<file path="config.mk">
export PLATFORM = sky130hd
export DESIGN_NAME = mem_req_demux
export DESIGN_NICKNAME = d
export VERILOG_FILES = /design/src/rtl/mem_req_demux.sv
export SDC_FILE = /design/constraint.sdc
export NUM_CORES = 1
export LEC_CHECK = 0
export CAP_MARGIN = 20
export CORE_ASPECT_RATIO = 1.4
export CORE_UTILIZATION = 39
export DETAILED_ROUTE_END_ITERATION = 10
export GPL_TIMING_DRIVEN = 0
export HOLD_SLACK_MARGIN = 0.08
export PLACE_DENSITY_LB_ADDON = 0.1
export SLEW_MARGIN = 20
export SYNTH_ARGS = -nofsm -noshare
export SYNTH_HDL_FRONTEND = slang
export SYNTH_SLANG_ARGS = --single-unit
export TNS_END_PERCENT = 10
</file>
<file path="constraint.sdc">
create_clock -name clk -period 2.6 [get_ports clk]
set_input_delay 0.52 -clock clk [delete_from_list [all_inputs] [get_ports clk]]
set_output_delay 0.52 -clock clk [all_outputs]
set_load 0.005 [all_outputs]
</file>
<file path="src/rtl/mem_req_demux.sv">
// mem_req_demux: routes a single upstream memory request to the data RAM
// (port 0) or to MMIO (port 1), selected by address. Only one transaction
// is outstanding at a time. A cycle timer turns a silent target into an
// error response, so the core cannot stall on it.
//
// state | meaning
// ------+------------------------------------------------------------
// IDLE  | no transaction; up_ready high, dn_* hold their last values
// REQ   | p<sel>_valid high, waiting for the selected target to accept
// WAIT  | request accepted, waiting for the selected target's response
module mem_req_demux #(
    parameter int                    BUS_WIDTH  = 32,
    parameter int                    ADDR_WIDTH = 32,
    parameter logic [ADDR_WIDTH-1:0] SEL_BASE   = 32'h8000_0000,
    parameter int                    TIMEOUT    = 16,
    parameter logic [BUS_WIDTH-1:0]  ERR_DATA   = 32'hDEAD_BEEF
) (
    input  logic                  clk,
    input  logic                  rst,
    input  logic                  up_valid,
    output logic                  up_ready,
    input  logic [ADDR_WIDTH-1:0] up_addr,
    input  logic [BUS_WIDTH-1:0]  up_wdata,
    input  logic                  up_we,
    output logic                  up_rsp_valid,
    output logic [BUS_WIDTH-1:0]  up_rsp_rdata,
    output logic                  up_rsp_err,
    output logic [ADDR_WIDTH-1:0] dn_addr,
    output logic [BUS_WIDTH-1:0]  dn_wdata,
    output logic                  dn_we,
    output logic                  p0_valid,
    input  logic                  p0_ready,
    input  logic                  p0_rsp_valid,
    input  logic [BUS_WIDTH-1:0]  p0_rsp_rdata,
    output logic                  p1_valid,
    input  logic                  p1_ready,
    input  logic                  p1_rsp_valid,
    input  logic [BUS_WIDTH-1:0]  p1_rsp_rdata
);

    typedef enum logic [1:0] {
        S_IDLE = 2'd0,
        S_REQ  = 2'd1,
        S_WAIT = 2'd2
    } state_t;

    // Timer holds the number of REQ+WAIT cycles already completed, so the
    // TIMEOUT-th cycle is the one where it reads TIMEOUT-1.
    localparam logic [7:0] TIMER_LAST = 8'(TIMEOUT - 1);

    state_t               state;
    logic                 sel;
    logic [7:0]           timer;

    logic                 tgt_ready;
    logic                 tgt_rsp_valid;
    logic [BUS_WIDTH-1:0] tgt_rsp_rdata;
    logic                 timer_expired;

    // Only the selected target is ever looked at; the other port is ignored.
    assign tgt_ready     = sel ? p1_ready     : p0_ready;
    assign tgt_rsp_valid = sel ? p1_rsp_valid : p0_rsp_valid;
    assign tgt_rsp_rdata = sel ? p1_rsp_rdata : p0_rsp_rdata;
    assign timer_expired = (timer == TIMER_LAST);

    assign up_ready = (state == S_IDLE) && !rst;

    // Request/response sequencing, timeout, and all registered outputs.
    always_ff @(posedge clk) begin
        if (rst) begin
            state        <= S_IDLE;
            sel          <= 1'b0;
            timer        <= '0;
            dn_addr      <= '0;
            dn_wdata     <= '0;
            dn_we        <= 1'b0;
            p0_valid     <= 1'b0;
            p1_valid     <= 1'b0;
            up_rsp_valid <= 1'b0;
            up_rsp_err   <= 1'b0;
            up_rsp_rdata <= '0;
        end else begin
            up_rsp_valid <= 1'b0;
            case (state)
                S_IDLE: begin
                    if (up_valid) begin
                        dn_addr  <= up_addr;
                        dn_wdata <= up_wdata;
                        dn_we    <= up_we;
                        sel      <= (up_addr >= SEL_BASE);
                        p0_valid <= (up_addr <  SEL_BASE);
                        p1_valid <= (up_addr >= SEL_BASE);
                        timer    <= '0;
                        state    <= S_REQ;
                    end
                end
                S_REQ: begin
                    // A target accepting on the last allowed cycle still has
                    // no response, so expiry takes priority over ready here.
                    if (timer_expired) begin
                        p0_valid     <= 1'b0;
                        p1_valid     <= 1'b0;
                        up_rsp_valid <= 1'b1;
                        up_rsp_err   <= 1'b1;
                        up_rsp_rdata <= ERR_DATA;
                        state        <= S_IDLE;
                    end else begin
                        timer <= timer + 8'd1;
                        if (tgt_ready) begin
                            p0_valid <= 1'b0;
                            p1_valid <= 1'b0;
                            state    <= S_WAIT;
                        end
                    end
                end
                S_WAIT: begin
                    // A response on the expiring cycle still counts as success.
                    if (tgt_rsp_valid) begin
                        up_rsp_valid <= 1'b1;
                        up_rsp_err   <= 1'b0;
                        up_rsp_rdata <= dn_we ? '0 : tgt_rsp_rdata;
                        state        <= S_IDLE;
                    end else if (timer_expired) begin
                        up_rsp_valid <= 1'b1;
                        up_rsp_err   <= 1'b1;
                        up_rsp_rdata <= ERR_DATA;
                        state        <= S_IDLE;
                    end else begin
                        timer <= timer + 8'd1;
                    end
                end
                default: begin
                    p0_valid <= 1'b0;
                    p1_valid <= 1'b0;
                    state    <= S_IDLE;
                end
            endcase
        end
    end

endmodule

</file>
==> run summary <==
After synthesis, the share of cell area in mux cells is 0.07643. The count of routing violations after the opening detailed-route iteration came out at 143. The worst voltage drop across the vdd grid came out at approximately 0.43 mV. For this run, the top clock speed supported by timing is 425.5 MHz.

STA puts the critical path data required time at between 2 and 2.5 ns. The worst-margin pin slew is approximately 0.73 ns. CTS placed an instance of sky130_fd_sc_hd__clkbuf_16 at the clock tree root. The count of mapped cells out of synthesis came out at 521. The share of synthesized cell area in full adder, half adder and majority cells came out at 0.01662. STA classifies the critical path endpoint as an output pin. The number of global-route vias before repair came out at between 4,000 and 5,000. The period utilization came out at 0.9040. The count of cell types in the netlist came out at 37.

The number of gates given a new drive strength after cts came out at 0. The slowest stage of the critical path belongs to the cell sky130_fd_sc_hd__clkbuf_1. The number of storage elements in the synthesis netlist came out at 112.

The final setup violation count is 0. The per-cell routed wire length is approximately 16 um. The netlist area before placement came out at about 4500 um2.

The simple-gate area share of the yosys netlist came out at 0.1747. The max-slew violation count came out at 0. Of the total synthesized cell area, the portion taken by XOR and XNOR cells is 0. The routed wire length came out at approximately 14,000 um. After clock tree synthesis, the setup repair step added 0 buffers.

The instance area after placement came out at 7061 um2. The final weighted congestion of routability-driven global placement is 0.7667. Setup repair after global routing left no endpoint under its margin. The global-route wire length before repair is 22,690 um.

By area, the combinational part of the netlist is dominated by compound AO/OA/AOI/OAI gates. The area of the placeable core is 11,280 um2. The cell area power density is 697.4 nW/um2. The classification of the worst-slack hold path is flip-flop to flip-flop. The number of nets in the final layout is 910.

The reported max-cap violation count is 0. Among cell families on the critical path, the largest total delay comes from buffers and inverters. In this run, CTS created clock tree buffers numbering 9. The total of buffers placed on input and output ports is around 240.

The latest clock arrival within the worst-skew pair is 0.35 ns. The number of I/O pins came out at 238. The first TritonRoute pass finished after 6 iterations. The setup path with the least slack is of type input port to output pin. The number of warnings issued by yosys came out at 0. The total half-perimeter wirelength after legalization and detailed placement is ~11,000 um. The final total negative setup slack came out at 0 ns.

The number of nets in the synthesized netlist is about 660. The total track usage is 0.2376. The maximum fanout along the worst path came out at 10. The clock tree synthesis step divided the H-tree into 3 levels.

Yosys attributes the largest share of cell area to sky130_fd_sc_hd__dfxtp_1, sky130_fd_sc_hd__nand2_1, sky130_fd_sc_hd__a21oi_1, sky130_fd_sc_hd__mux2i_1, sky130_fd_sc_hd__o221a_2. Walking the worst path, the cells encountered are clkbuf_1 > clkbuf_1 > nor2b_1 > clkdlybuf4s50_1. The overall die width is 92.97 um. The maximum single-stage delay on the critical path is approximately 0.48 ns. After detailed routing, the number of vias per cell comes to 5.132. The number of buffers on the longest clock path is 2. At the end of the flow the core is filled with cells to 0.6527. The fraction of layout instances using a drive strength above 1 came out at 0.05951. The number of antenna-violating nets in the routed design is 0. For this design the static power due to leakage is 2.664 nW. The remaining global-route overflow came out at 0. The share of the synthesized area in compound gates (AO/OA/AOI/OAI) came out at 0.1916.

The DRC violations left is 0. The post-route cell area is between 7000 and 8000 um2. The area fraction of the dominant cell type after synthesis came out at 0.4963.

The placed instance count came out at between 900 and 1,000. Measured along the y axis, the die boundary spans around 130 um. The diode insertion count for antenna repair came out at 0. The final clock skew came out at between 0.008 and 0.009 ns. The sum of buffers and inverters on the critical path came out at 3. The largest net degree at the start of global routing is 20. The detailed router placed around 4,700 vias in this run. The overall die area came out at ~12,000 um2.

The run finished with clean final reports. The number of hold-repair buffers added at the cts stage came out at 0. The sequential area share after synthesis is 0.4963. The final standard cell count with taps included and fillers excluded came out at between 900 and 1,000. Clock-pin slew was measured on the worst setup and hold paths at approximately 0.080 ns.

The CTS tree is done. The average size of a mapped cell came out at 8.672 um2. The arrival time at the worst endpoint is roughly 1.8 ns.

The worst pin sits at a relative slew slack of 0.5076. After floorplanning, the core was divided into 46 placement rows. The effective utilization at floorplan came out at 0.4005. For the finished layout, the period the worst path requires is 2.350 ns. The initial antenna violation count came out at 0. The worst setup path is launched from an input port. The CTS sink count is between 100 and 150. The largest total area in the synthesized netlist belongs to sky130_fd_sc_hd__dfxtp_1. The most numerous cell on the critical path is sky130_fd_sc_hd__clkbuf_1. The final hold violation count is 0.

The synthesis-to-layout area growth came out at 62.97%.
[state kept, by name, indices dropped and copies added, names as in the netlist, 2 cells and up]
signal        count
state             2
dn_addr          32
dn_wdata         32
up_rsp_rdata     32
timer             8
[cell usage after synthesis]
cell / instances
sky130_fd_sc_hd__nand2_1: 140
sky130_fd_sc_hd__dfxtp_1: 112
sky130_fd_sc_hd__a21oi_1: 74
sky130_fd_sc_hd__mux2i_1: 33
sky130_fd_sc_hd__clkbuf_1: 28
sky130_fd_sc_hd__nor2_1: 26
sky130_fd_sc_hd__o221a_2: 24
sky130_fd_sc_hd__buf_1: 10
sky130_fd_sc_hd__o2bb2ai_1: 8
sky130_fd_sc_hd__inv_1: 7
sky130_fd_sc_hd__o21ai_0: 7
sky130_fd_sc_hd__ha_1: 6
sky130_fd_sc_hd__nand3_1: 5
sky130_fd_sc_hd__or3_1: 5
sky130_fd_sc_hd__and3_1: 4
sky130_fd_sc_hd__buf_2: 4
sky130_fd_sc_hd__o31ai_1: 3
sky130_fd_sc_hd__or4_1: 3
sky130_fd_sc_hd__a311o_1: 2
sky130_fd_sc_hd__nor2b_1: 2
sky130_fd_sc_hd__o32ai_1: 2
sky130_fd_sc_hd__a2111oi_0: 1
sky130_fd_sc_hd__a211o_1: 1
sky130_fd_sc_hd__a221oi_1: 1
sky130_fd_sc_hd__a2bb2oi_1: 1
sky130_fd_sc_hd__a311oi_1: 1
sky130_fd_sc_hd__a32oi_1: 1
sky130_fd_sc_hd__and2_1: 1
sky130_fd_sc_hd__and4_1: 1
sky130_fd_sc_hd__buf_6: 1
sky130_fd_sc_hd__mux2_4: 1
sky130_fd_sc_hd__nand4_1: 1
sky130_fd_sc_hd__nor3_1: 1
sky130_fd_sc_hd__nor3b_1: 1
sky130_fd_sc_hd__nor4_1: 1
sky130_fd_sc_hd__o211ai_1: 1
sky130_fd_sc_hd__or4b_1: 1
[kinds of logic (layout without fill, tap and decap cells)]
| group | Yosys count | after routing |
|---|---|---|
| adder cells (fa/ha/maj) | 6 | 6 |
| multiplexers | 34 | 34 |
| buffers and inverters | 50 | 302 |
| flip-flops | 112 | 112 |
| AND/OR/NAND/NOR | 192 | 192 |
| AO/OA/AOI/OAI | 127 | 127 |
[final timing paths]
check	start	end	slack (ns)	cells after the start
min reg2reg	dn_wdata[9]$_SDFFE_PP0P_	dn_wdata[9]$_SDFFE_PP0P_	0.46	2
max	rst	up_ready	0.25	4
max reg2reg	state[1]$_SDFFE_PP0P_	timer[2]$_SDFFE_PP0P_	0.27	7
min	dn_wdata[9]$_SDFFE_PP0P_	dn_wdata[9]$_SDFFE_PP0P_	0.46	2
[placed cells by master, fill, tap and decap left out, types with 4 or more instances in the layout]
| master | Yosys | layout |
|---|---|---|
| sky130_fd_sc_hd__nor2_1 | 26 | 26 |
| sky130_fd_sc_hd__o21ai_0 | 7 | 7 |
| sky130_fd_sc_hd__buf_2 | 4 | 4 |
| sky130_fd_sc_hd__clkbuf_16 | 0 | 9 |
| sky130_fd_sc_hd__ha_1 | 6 | 6 |
| sky130_fd_sc_hd__clkdlybuf4s50_1 | 0 | 236 |
| sky130_fd_sc_hd__buf_1 | 10 | 10 |
| sky130_fd_sc_hd__inv_1 | 7 | 7 |
| sky130_fd_sc_hd__nand3_1 | 5 | 5 |
| sky130_fd_sc_hd__mux2i_1 | 33 | 33 |
| sky130_fd_sc_hd__a21oi_1 | 74 | 74 |
| sky130_fd_sc_hd__o221a_2 | 24 | 24 |
| sky130_fd_sc_hd__dfxtp_1 | 112 | 112 |
| sky130_fd_sc_hd__o2bb2ai_1 | 8 | 8 |
| sky130_fd_sc_hd__or3_1 | 5 | 5 |
| sky130_fd_sc_hd__and3_1 | 4 | 4 |
| sky130_fd_sc_hd__nand2_1 | 140 | 140 |
| sky130_fd_sc_hd__clkbuf_1 | 28 | 28 |
[metrics by stage]
step	worst slack [ns]	power, W	hold WS (ns)
3_5_place_dp	-0.07046	0.003763	0.4456
6_report	0.2495	0.005135	0.4561
3_3_place_gp	0.02581	0.003718	0.4403
4_1_cts	0.2213	0.005177	0.4565
2_1_floorplan	0.7091	0.002887	0.4527
5_1_grt	0.07760	0.005427	0.4679
[layer usage]
layer | routed length [um] | track usage | share of wire
met1 | 5435 | 0.2488 | 0.38
met2 | 7300 | 0.4317 | 0.51
met4 | 438 | 0.1186 | 0.030
met3 | 1216 | 0.06690 | 0.084
met5 | 0 | 0 | 0
[cell type report]
class | count | area, um2
plain buffers | 43 | 173.9
clock buffers | 9 | 225.2
clock inverters | 7 | 77.57
fillers | 991 | 3918
inverters | 7 | 26.28
multi-input cells | 359 | 2076
flip-flops and latches | 112 | 2242
well taps | 144 | 180.2
repair buffers | 236 | 2362
[tightest hold or removal path: stages (launching register included)]
cell                      delay, ns
sky130_fd_sc_hd__dfxtp_1       0.31
sky130_fd_sc_hd__nand2_1       0.05
sky130_fd_sc_hd__a21oi_1       0.05
[power by group]
part | switching (W) | internal, W | leakage (nW)
sequential | 0.000121 | 0.00194 | 0.913
clock | 0.000657 | 0.000757 | 0.146
combinational | 0.000803 | 0.000856 | 1.60
total | 0.00158 | 0.00355 | 2.66
Note: power is estimated with default switching activity, not from simulation.
